$ cat src/rtl/mem_array_ctrl.sv
// Word-array access controller: takes one read/write request at a time and sequences
// the shared sel/rw/wdata strobes with one cycle of setup and hold around the sel pulse.
module mem_array_ctrl #(
  parameter int unsigned ADDR_W = 4,
  parameter int unsigned WORDS  = 16,
  parameter int unsigned DATA_W = 8
) (
  input  logic              clk,
  input  logic              rst_n,
  input  logic              req_valid,
  output logic              req_ready,
  input  logic              req_we,
  input  logic [ADDR_W-1:0] req_addr,
  input  logic [DATA_W-1:0] req_wdata,
  output logic              rsp_valid,
  input  logic              rsp_ready,
  output logic [DATA_W-1:0] rsp_rdata,
  output logic              rsp_err,
  output logic [WORDS-1:0]  arr_sel,
  output logic              arr_rw,
  output logic [DATA_W-1:0] arr_wdata,
  input  logic [DATA_W-1:0] arr_rdata
);

  typedef enum logic [2:0] {
    S_IDLE   = 3'd0,
    S_SETUP  = 3'd1,
    S_ACCESS = 3'd2,
    S_HOLD   = 3'd3,
    S_RESP   = 3'd4
  } state_t;

  state_t state;
  state_t state_next;

  logic              accept;
  logic              we_q;
  logic [ADDR_W-1:0] addr_q;
  logic [DATA_W-1:0] wdata_q;
  logic              in_range;

  logic              req_ready_d;
  logic              rsp_valid_d;
  logic [DATA_W-1:0] rsp_rdata_d;
  logic              rsp_err_d;
  logic [WORDS-1:0]  arr_sel_d;
  logic              arr_rw_d;
  logic [DATA_W-1:0] arr_wdata_d;

  // req_ready is a registered copy of (state == IDLE)
  assign accept   = req_valid & req_ready;
  assign in_range = 32'(addr_q) < WORDS;

  // State register
  always_ff @(posedge clk or negedge rst_n) begin
    if (!rst_n) begin
      state <= S_IDLE;
    end else begin
      state <= state_next;
    end
  end

  // Next-state logic
  always_comb begin
    state_next = state;
    unique case (state)
      S_IDLE:   if (accept) state_next = S_SETUP;
      S_SETUP:  state_next = S_ACCESS;
      S_ACCESS: state_next = S_HOLD;
      S_HOLD:   state_next = S_RESP;
      S_RESP:   if (rsp_ready) state_next = S_IDLE;
      default:  state_next = S_IDLE;
    endcase
  end

  // Output next-values: computed from the upcoming state so every output is a flop
  always_comb begin
    logic              lat_we;
    logic [DATA_W-1:0] lat_wdata;

    req_ready_d = 1'b0;
    rsp_valid_d = 1'b0;
    rsp_rdata_d = rsp_rdata;
    rsp_err_d   = rsp_err;
    arr_sel_d   = '0;
    arr_rw_d    = 1'b0;
    arr_wdata_d = '0;
    lat_we      = accept ? req_we    : we_q;
    lat_wdata   = accept ? req_wdata : wdata_q;

    req_ready_d = (state_next == S_IDLE);
    rsp_valid_d = (state_next == S_RESP);

    if ((state_next == S_SETUP) || (state_next == S_ACCESS) || (state_next == S_HOLD)) begin
      arr_rw_d    = lat_we;
      arr_wdata_d = lat_wdata;
    end

    // Only SETUP leads to ACCESS, so addr_q is already latched here
    if ((state_next == S_ACCESS) && in_range) begin
      arr_sel_d = WORDS'(1) << addr_q;
    end

    // Capture on the edge leaving ACCESS; clear once the response is consumed
    if (state == S_ACCESS) begin
      rsp_err_d   = ~in_range;
      rsp_rdata_d = (!we_q && in_range) ? arr_rdata : '0;
    end else if ((state == S_RESP) && rsp_ready) begin
      rsp_err_d   = 1'b0;
      rsp_rdata_d = '0;
    end
  end

  // Output and request-latch registers
  always_ff @(posedge clk or negedge rst_n) begin
    if (!rst_n) begin
      req_ready <= 1'b1;
      rsp_valid <= 1'b0;
      rsp_rdata <= '0;
      rsp_err   <= 1'b0;
      arr_sel   <= '0;
      arr_rw    <= 1'b0;
      arr_wdata <= '0;
      we_q      <= 1'b0;
      addr_q    <= '0;
      wdata_q   <= '0;
    end else begin
      req_ready <= req_ready_d;
      rsp_valid <= rsp_valid_d;
      rsp_rdata <= rsp_rdata_d;
      rsp_err   <= rsp_err_d;
      arr_sel   <= arr_sel_d;
      arr_rw    <= arr_rw_d;
      arr_wdata <= arr_wdata_d;
      if (accept) begin
        we_q    <= req_we;
        addr_q  <= req_addr;
        wdata_q <= req_wdata;
      end
    end
  end

endmodule

$ cat config.mk
export PLATFORM = sky130hd
export DESIGN_NAME = mem_array_ctrl
export DESIGN_NICKNAME = d
export VERILOG_FILES = /design/src/rtl/mem_array_ctrl.sv
export SDC_FILE = /design/constraint.sdc
export NUM_CORES = 1
export LEC_CHECK = 0
export CAP_MARGIN = 20
export CORE_MARGIN = 2
export CORE_UTILIZATION = 50
export CTS_BUF_LIST = sky130_fd_sc_hd__clkbuf_2 sky130_fd_sc_hd__clkbuf_4 sky130_fd_sc_hd__clkbuf_8
export DETAILED_ROUTE_END_ITERATION = 12
export MAX_ROUTING_LAYER = met4
export PLACE_DENSITY = 0.86
export RECOVER_POWER = 50
export SLEW_MARGIN = 40
export SYNTH_ARGS = -nofsm -noshare
export SYNTH_HDL_FRONTEND = slang
export SYNTH_SLANG_ARGS = --single-unit
$ cat constraint.sdc
create_clock -name clk -period 2.1 [get_ports clk]
set_input_delay 0.315 -clock clk [delete_from_list [all_inputs] [get_ports clk]]
set_output_delay 0.315 -clock clk [all_outputs]
set_load 0.01 [all_outputs]
==> flow_summary.json, run 1 <==
{
  "cts_tree": "done",
  "initialDrtViolationCount": 47,
  "grt_pass1_vias": 1259,
  "portBuffers": 59,
  "path_buf_inv": 1,
  "num_antenna_cells": 0,
  "relSlewSlack_pct": 15.3,
  "route.detailed.drc": 0,
  "postRouteWirelength_um": 3530,
  "peakVddDrop_mv": 0.816,
  "dieArea_sq_mm": 0.00415,
  "synthCells": 126,
  "cp_slowest_cell": "dfstp_1",
  "drive_gt1_share_pct": 14.4,
  "post_cts_buffers": 0,
  "min_path_type": "flip-flop to flip-flop",
  "final_cell_mix": "clkdlybuf4s50_1 (58), dfrtp_1 (50), nor2_1 (13), mux2_2 (11), nor2b_1 (9)",
  "synth_area_leaders": "dfrtp_1 (68%), mux2_2 (8.0%), a22o_1 (3.8%), nor2b_1 (3.1%), nor2_1 (2.7%)",
  "insertion_delay_ns": 0.35,
  "final_common_cell": "clkdlybuf4s50_1",
  "leakagePower_nw": 1.11,
  "area_growth_pct": 38.6,
  "syn-num-nets": 151,
  "synth.top_cell.area_share_pct": 68.5,
  "ant_nets": 0,
  "wl_per_cell_um": 14.7,
  "htree_levels": 2,
  "setup_violations": 0,
  "core_sq_mm": 0.00342,
  "avgSynthCellArea_sq_um": 14.5,
  "rsz0062_at_grt": "no",
  "io_pins": 61,
  "numCtsBuffers": 5,
  "die_h_um": 64.4,
  "end_kind": "output port",
  "finalHoldViolations": 0,
  "worstSetupStartpointType": "flip-flop",
  "cts_num_sinks": 51,
  "synth_warnings": 0,
  "synth.distinct_cells": 26,
  "skew_ns": 0.0134,
  "crit_required_ns": 1.78,
  "clk_pin_slew_ns": 0.13,
  "fin_ws_ns": 0.305,
  "fmax_mhz": 557,
  "netlist_area_sq_mm": 0.00183,
  "finalCriticalPeriod_ns": 1.79,
  "worstSetupPathType": "flip-flop to output port",
  "die_w_um": 64.4,
  "placed_cell_area_sq_mm": 0.00247,
  "critPathTopFamily": "flip-flops",
  "synth_top_area_cell": "dfrtp_1",
  "cp_max_fo": 3,
  "power_density_mw_per_mm2": 1250,
  "design_area_sq_mm": 0.00253,
  "period_share_pct": 85.5,
  "dp_slack_ns": 0.343,
  "layout.nets": 218,
  "worstPathArrival_ns": 1.48,
  "clk_path_buf_depth": 2,
  "grt_pass1_wl_um": 5830,
  "grt_max_degree": 27,
  "dpl.hpwl_um": 2710,
  "setup-tns-final_ns": 0,
  "worst_slew_pin_slew_ns": 1.27,
  "synth.ff_latch_count": 51,
  "gr-total-overflow": 0,
  "gp_congestion": 0.804,
  "rows": 21,
  "grtUsageTotal_pct": 19.8,
  "slew_violations": 0,
  "n_fill_cell": 238,
  "routed-via-count": 1212,
  "first_pass_iters": 5,
  "avgViaCountPerCell": 5.05,
  "max_stage_delay_ns": 0.58,
  "crit_chain": "clkdlybuf4s50_1",
  "status": "complete, no violations",
  "cap_violations": 0,
  "seq_area_frac_synth_pct": 69.9,
  "floorplan.initialDensity_pct": 53.5,
  "antenna_found_initial": 0,
  "cts_root_buf": "clkbuf_4"
}
## per-stage QoR
stage	hold slack (ns)	instances	utilization, %	total power [W]
after floorplan	0.0194	126	-	0.00222
after global routing	0.531	240	74.1	0.00337
final	0.508	240	74.1	0.00316
after global placement	0.308	231	72.2	0.00269
after detailed placement	0.322	231	72.2	0.00276
after CTS	0.462	240	74.4	0.00321
## cell families after synthesis
family / Yosys count / synth area share, %
flops: 51 / 69.9
other cells: 1 / 0.205
simple gates: 42 / 13.6
mux: 13 / 8.01
buf+inv: 4 / 1.64
xor+xnor: 1 / 0.480
compound gates: 14 / 6.10
## area by class of cell
| class | instances | area (sq um) | share of cell area [%] |
|---|---|---|---|
| clock inverter | 1 | 5.00 | 0.198 |
| timing repair buffer | 63 | 617 | 24.4 |
| inverter | 1 | 3.75 | 0.148 |
| clock buffer | 7 | 58.8 | 2.32 |
| sequential | 51 | 1280 | 50.4 |
| multi-input combinational | 71 | 513 | 20.3 |
| tap | 46 | 57.6 | 2.27 |
## worst reg2reg max path: stages (launching register included)
cell and delay (ns):
dfstp_1 0.58, nand2_1 0.12, buf_4 0.20, mux2_2 0.29, nor2b_1 0.14
## where the power goes
group / switching (W) / total [W] / internal, W
Sequential: 0.000217 / 0.00152 / 0.00131
Clock: 0.000269 / 0.000445 / 0.000176
Combinational: 0.000525 / 0.00119 / 0.000669
Total: 0.00101 / 0.00316 / 0.00215
## cell usage after synthesis, drive strengths merged
| cell type | count |
|---|---|
| nor2 | 13 |
| xnor2 | 1 |
| conb | 1 |
| a21oi | 2 |
| inv | 1 |
| nand2 | 4 |
| and4bb | 1 |
| nor2b | 10 |
| mux2 | 13 |
| nor4b | 1 |
| a21o | 1 |
| a22o | 8 |
| nor3 | 6 |
| dfstp | 1 |
| or4b | 1 |
| nand3b | 1 |
| o21ai | 2 |
| buf | 3 |
| dfrtp | 50 |
| nand2b | 5 |
| a21bo | 1 |
## flip-flops by register name, indices dropped and copies added, names as in the netlist
register   flops
wdata_q        8
arr_sel       16
arr_wdata      8
we_q           1
rsp_valid      1
rsp_rdata      8
req_ready      1
state          3
addr_q         4
arr_rw         1
## final timing paths
check	startpoint	end	slack, ns	cells past startpoint
max in group asynchronous	rst_n	req_ready	0.41	3
min in group asynchronous	rst_n	arr_sel[14]	0.75	2
max reg2reg	req_ready	arr_wdata[3]	0.66	4
min	wdata_q[6]	wdata_q[6]	0.51	1
min reg2reg	wdata_q[6]	wdata_q[6]	0.51	1
max	req_ready	req_ready	0.31	1
## metal layers
| metal | vias up | track usage, % | part of all wire, % |
|---|---|---|---|
| li1 | 556 | - | - |
| met1 | 598 | 21.9 | 38 |
| met2 | 50 | 32.7 | 53 |
| met3 | 8 | 4.69 | 5.3 |
| met4 | 0 | 12.2 | 2.9 |
| met5 | - | - | 0 |
## timing repair
item                                   4_1_cts  5_1_grt
hold buffers                                 1        0
endpoints found under the hold margin       24        0
resized for setup                            0        0
Note: power is estimated with default switching activity, not from simulation.
==> run 2: changes to the inputs <==
--- a/config.mk
+++ b/config.mk
@@ -6,12 +6,12 @@
 export NUM_CORES = 1
 export LEC_CHECK = 0
 export CAP_MARGIN = 20
-export CORE_MARGIN = 2
-export CORE_UTILIZATION = 50
+export CORE_MARGIN = 5
+export CORE_UTILIZATION = 40
 export CTS_BUF_LIST = sky130_fd_sc_hd__clkbuf_2 sky130_fd_sc_hd__clkbuf_4 sky130_fd_sc_hd__clkbuf_8
 export DETAILED_ROUTE_END_ITERATION = 12
 export MAX_ROUTING_LAYER = met4
-export PLACE_DENSITY = 0.86
+export PLACE_DENSITY = 0.71
 export RECOVER_POWER = 50
 export SLEW_MARGIN = 40
 export SYNTH_ARGS = -nofsm -noshare
==> run 2 against run 1 <==
  * Design area increased by 1.1%
  * Wire length is 1.2% higher
  * Power rose by 4.8%
  * Flip-flop and latch count unchanged
  * Combinational power about the same
  * Die area up 45%
  * Core utilization fell by 16 points
  * Register-to-register slack about the same
  * Count of clock-buffer cells in the layout grew 1
  * Worst setup slack gained 0.088 ns
  * Non-clock buffer count decreased by 1
  * Critical endpoint unchanged
  * Highest routed layer unchanged
==> flow_summary.json, run 2 (synthesized netlist as in run 1, its figures left out) <==
{
  "dpl.hpwl_um": 2770,
  "final_cell_mix": "clkdlybuf4s50_1 (58), dfrtp_1 (50), nor2_1 (13), mux2_2 (13), nor2b_1 (9)",
  "cp_max_fo": 3,
  "die_h_um": 77.6,
  "fin_ws_ns": 0.394,
  "floorplan.initialDensity_pct": 41.7,
  "io_pins": 61,
  "fmax_mhz": 586,
  "grtUsageTotal_pct": 13.5,
  "grt_pass1_vias": 1298,
  "power_density_mw_per_mm2": 1290,
  "rsz0062_at_grt": "no",
  "cap_violations": 0,
  "antenna_found_initial": 0,
  "final_common_cell": "clkdlybuf4s50_1",
  "initialDrtViolationCount": 75,
  "final_cells": 245,
  "num_antenna_cells": 0,
  "regMostFlops": "arr_sel",
  "path_buf_inv": 1,
  "crit_end": "req_ready",
  "cts_root_buf": "clkbuf_8",
  "cp-startpoint": "req_ready",
  "finalHoldViolations": 0,
  "r2r-end": "addr_q[0]",
  "leakagePower_nw": 1.12,
  "cp.depth": 1,
  "avgViaCountPerCell": 4.80,
  "insertion_delay_ns": 0.30,
  "ant_nets": 0,
  "grt_max_degree": 28,
  "end_kind": "output port",
  "first_pass_iters": 4,
  "finalCriticalPeriod_ns": 1.71,
  "placed_cell_area_sq_mm": 0.00247,
  "reg2reg_slack_ns": 0.66,
  "htree_levels": 2,
  "dp_slack_ns": 0.333,
  "design_area_sq_mm": 0.00256,
  "setup-tns-final_ns": 0,
  "core_sq_mm": 0.00438,
  "setup_violations": 0,
  "cp_slowest_cell": "dfstp_2",
  "skew_ns": 0.00447,
  "worstSetupStartpointType": "flip-flop",
  "worst_slew_pin_slew_ns": 1.42,
  "status": "complete, no violations",
  "ctsHoldBuffers": 0,
  "worstPathArrival_ns": 1.39,
  "min_path_type": "primary input to asynchronous set/reset pin",
  "dieArea_sq_mm": 0.00602,
  "clk_pin_slew_ns": 0.08,
  "routed-via-count": 1175,
  "drive_gt1_share_pct": 15.0,
  "largest_reg_flops": 16,
  "period_share_pct": 81.3,
  "layout.nets": 217,
  "postRouteWirelength_um": 3580,
  "clk_path_buf_depth": 2,
  "max_stage_delay_ns": 0.55,
  "peakVddDrop_mv": 0.703,
  "area_growth_pct": 40.1,
  "wl_per_cell_um": 14.6,
  "ctsResizeCount": 0,
  "portBuffers": 59,
  "cts_tree": "done",
  "r2r-start": "req_ready",
  "dp.cells": 237,
  "die_w_um": 77.6,
  "route.detailed.drc": 0,
  "crit_required_ns": 1.78,
  "critPathTopFamily": "flip-flops",
  "relSlewSlack_pct": 5.48,
  "slew_violations": 0,
  "r2r_cells": 3,
  "numCtsBuffers": 5,
  "worstSetupPathType": "flip-flop to output port",
  "crit_chain": "clkdlybuf4s50_1",
  "grt_pass1_wl_um": 6150,
  "gr-total-overflow": 0,
  "cts_num_sinks": 51,
  "rows": 24,
  "gp_congestion": 0.689,
  "post_cts_buffers": 0,
  "n_fill_cell": 347
}
-- run 2: how the worst min path moves through the flow --
stage,endpoint,startpoint,slack [ns],cells after the start
2_1_floorplan,addr_q[0],rst_n,0.02,0
3_3_place_gp,arr_wdata[0],rst_n,0.34,1
3_5_place_dp,arr_wdata[7],rst_n,0.35,1
4_1_cts,arr_wdata[7],rst_n,0.02,1
5_1_grt,rsp_rdata[3],rst_n,0.46,1
6_report,arr_wdata[7],rst_n,0.33,1
-- run 2: per-layer routing --
| layer | track usage (%) | wire, um |
|---|---|---|
| met1 | 15.1 | 1400 |
| met2 | 21.0 | 1810 |
| met4 | 6.70 | 57 |
| met3 | 5.32 | 312 |
| met5 | - | 0 |
-- run 2: cell type report --
type                    instances  area [sq um]  share of cell area, %
inverters                       1          3.75                  0.147
repair buffers                 62           601                   23.5
flip-flops and latches         51          1280                   49.9
clock buffers                   8           104                   4.06
multi-input cells              71           509                   19.9
well taps                      52          65.1                   2.54
-- run 2: per-stage QoR --
stage	hold slack [ns]	power, W	util (%)
3_3_place_gp	0.342	0.00270	56.4
5_1_grt	0.465	0.00353	58.4
2_1_floorplan	0.0194	0.00222	-
4_1_cts	0.0200	0.00339	58.8
3_5_place_dp	0.354	0.00277	56.4
6_report	0.330	0.00331	58.4
-- run 2: power breakdown --
part	internal (W)	switching, W	total [W]
sequential	0.00131	0.000207	0.00152
clock	0.000314	0.000291	0.000605
combinational	0.000669	0.000523	0.00119
total	0.00229	0.00102	0.00331
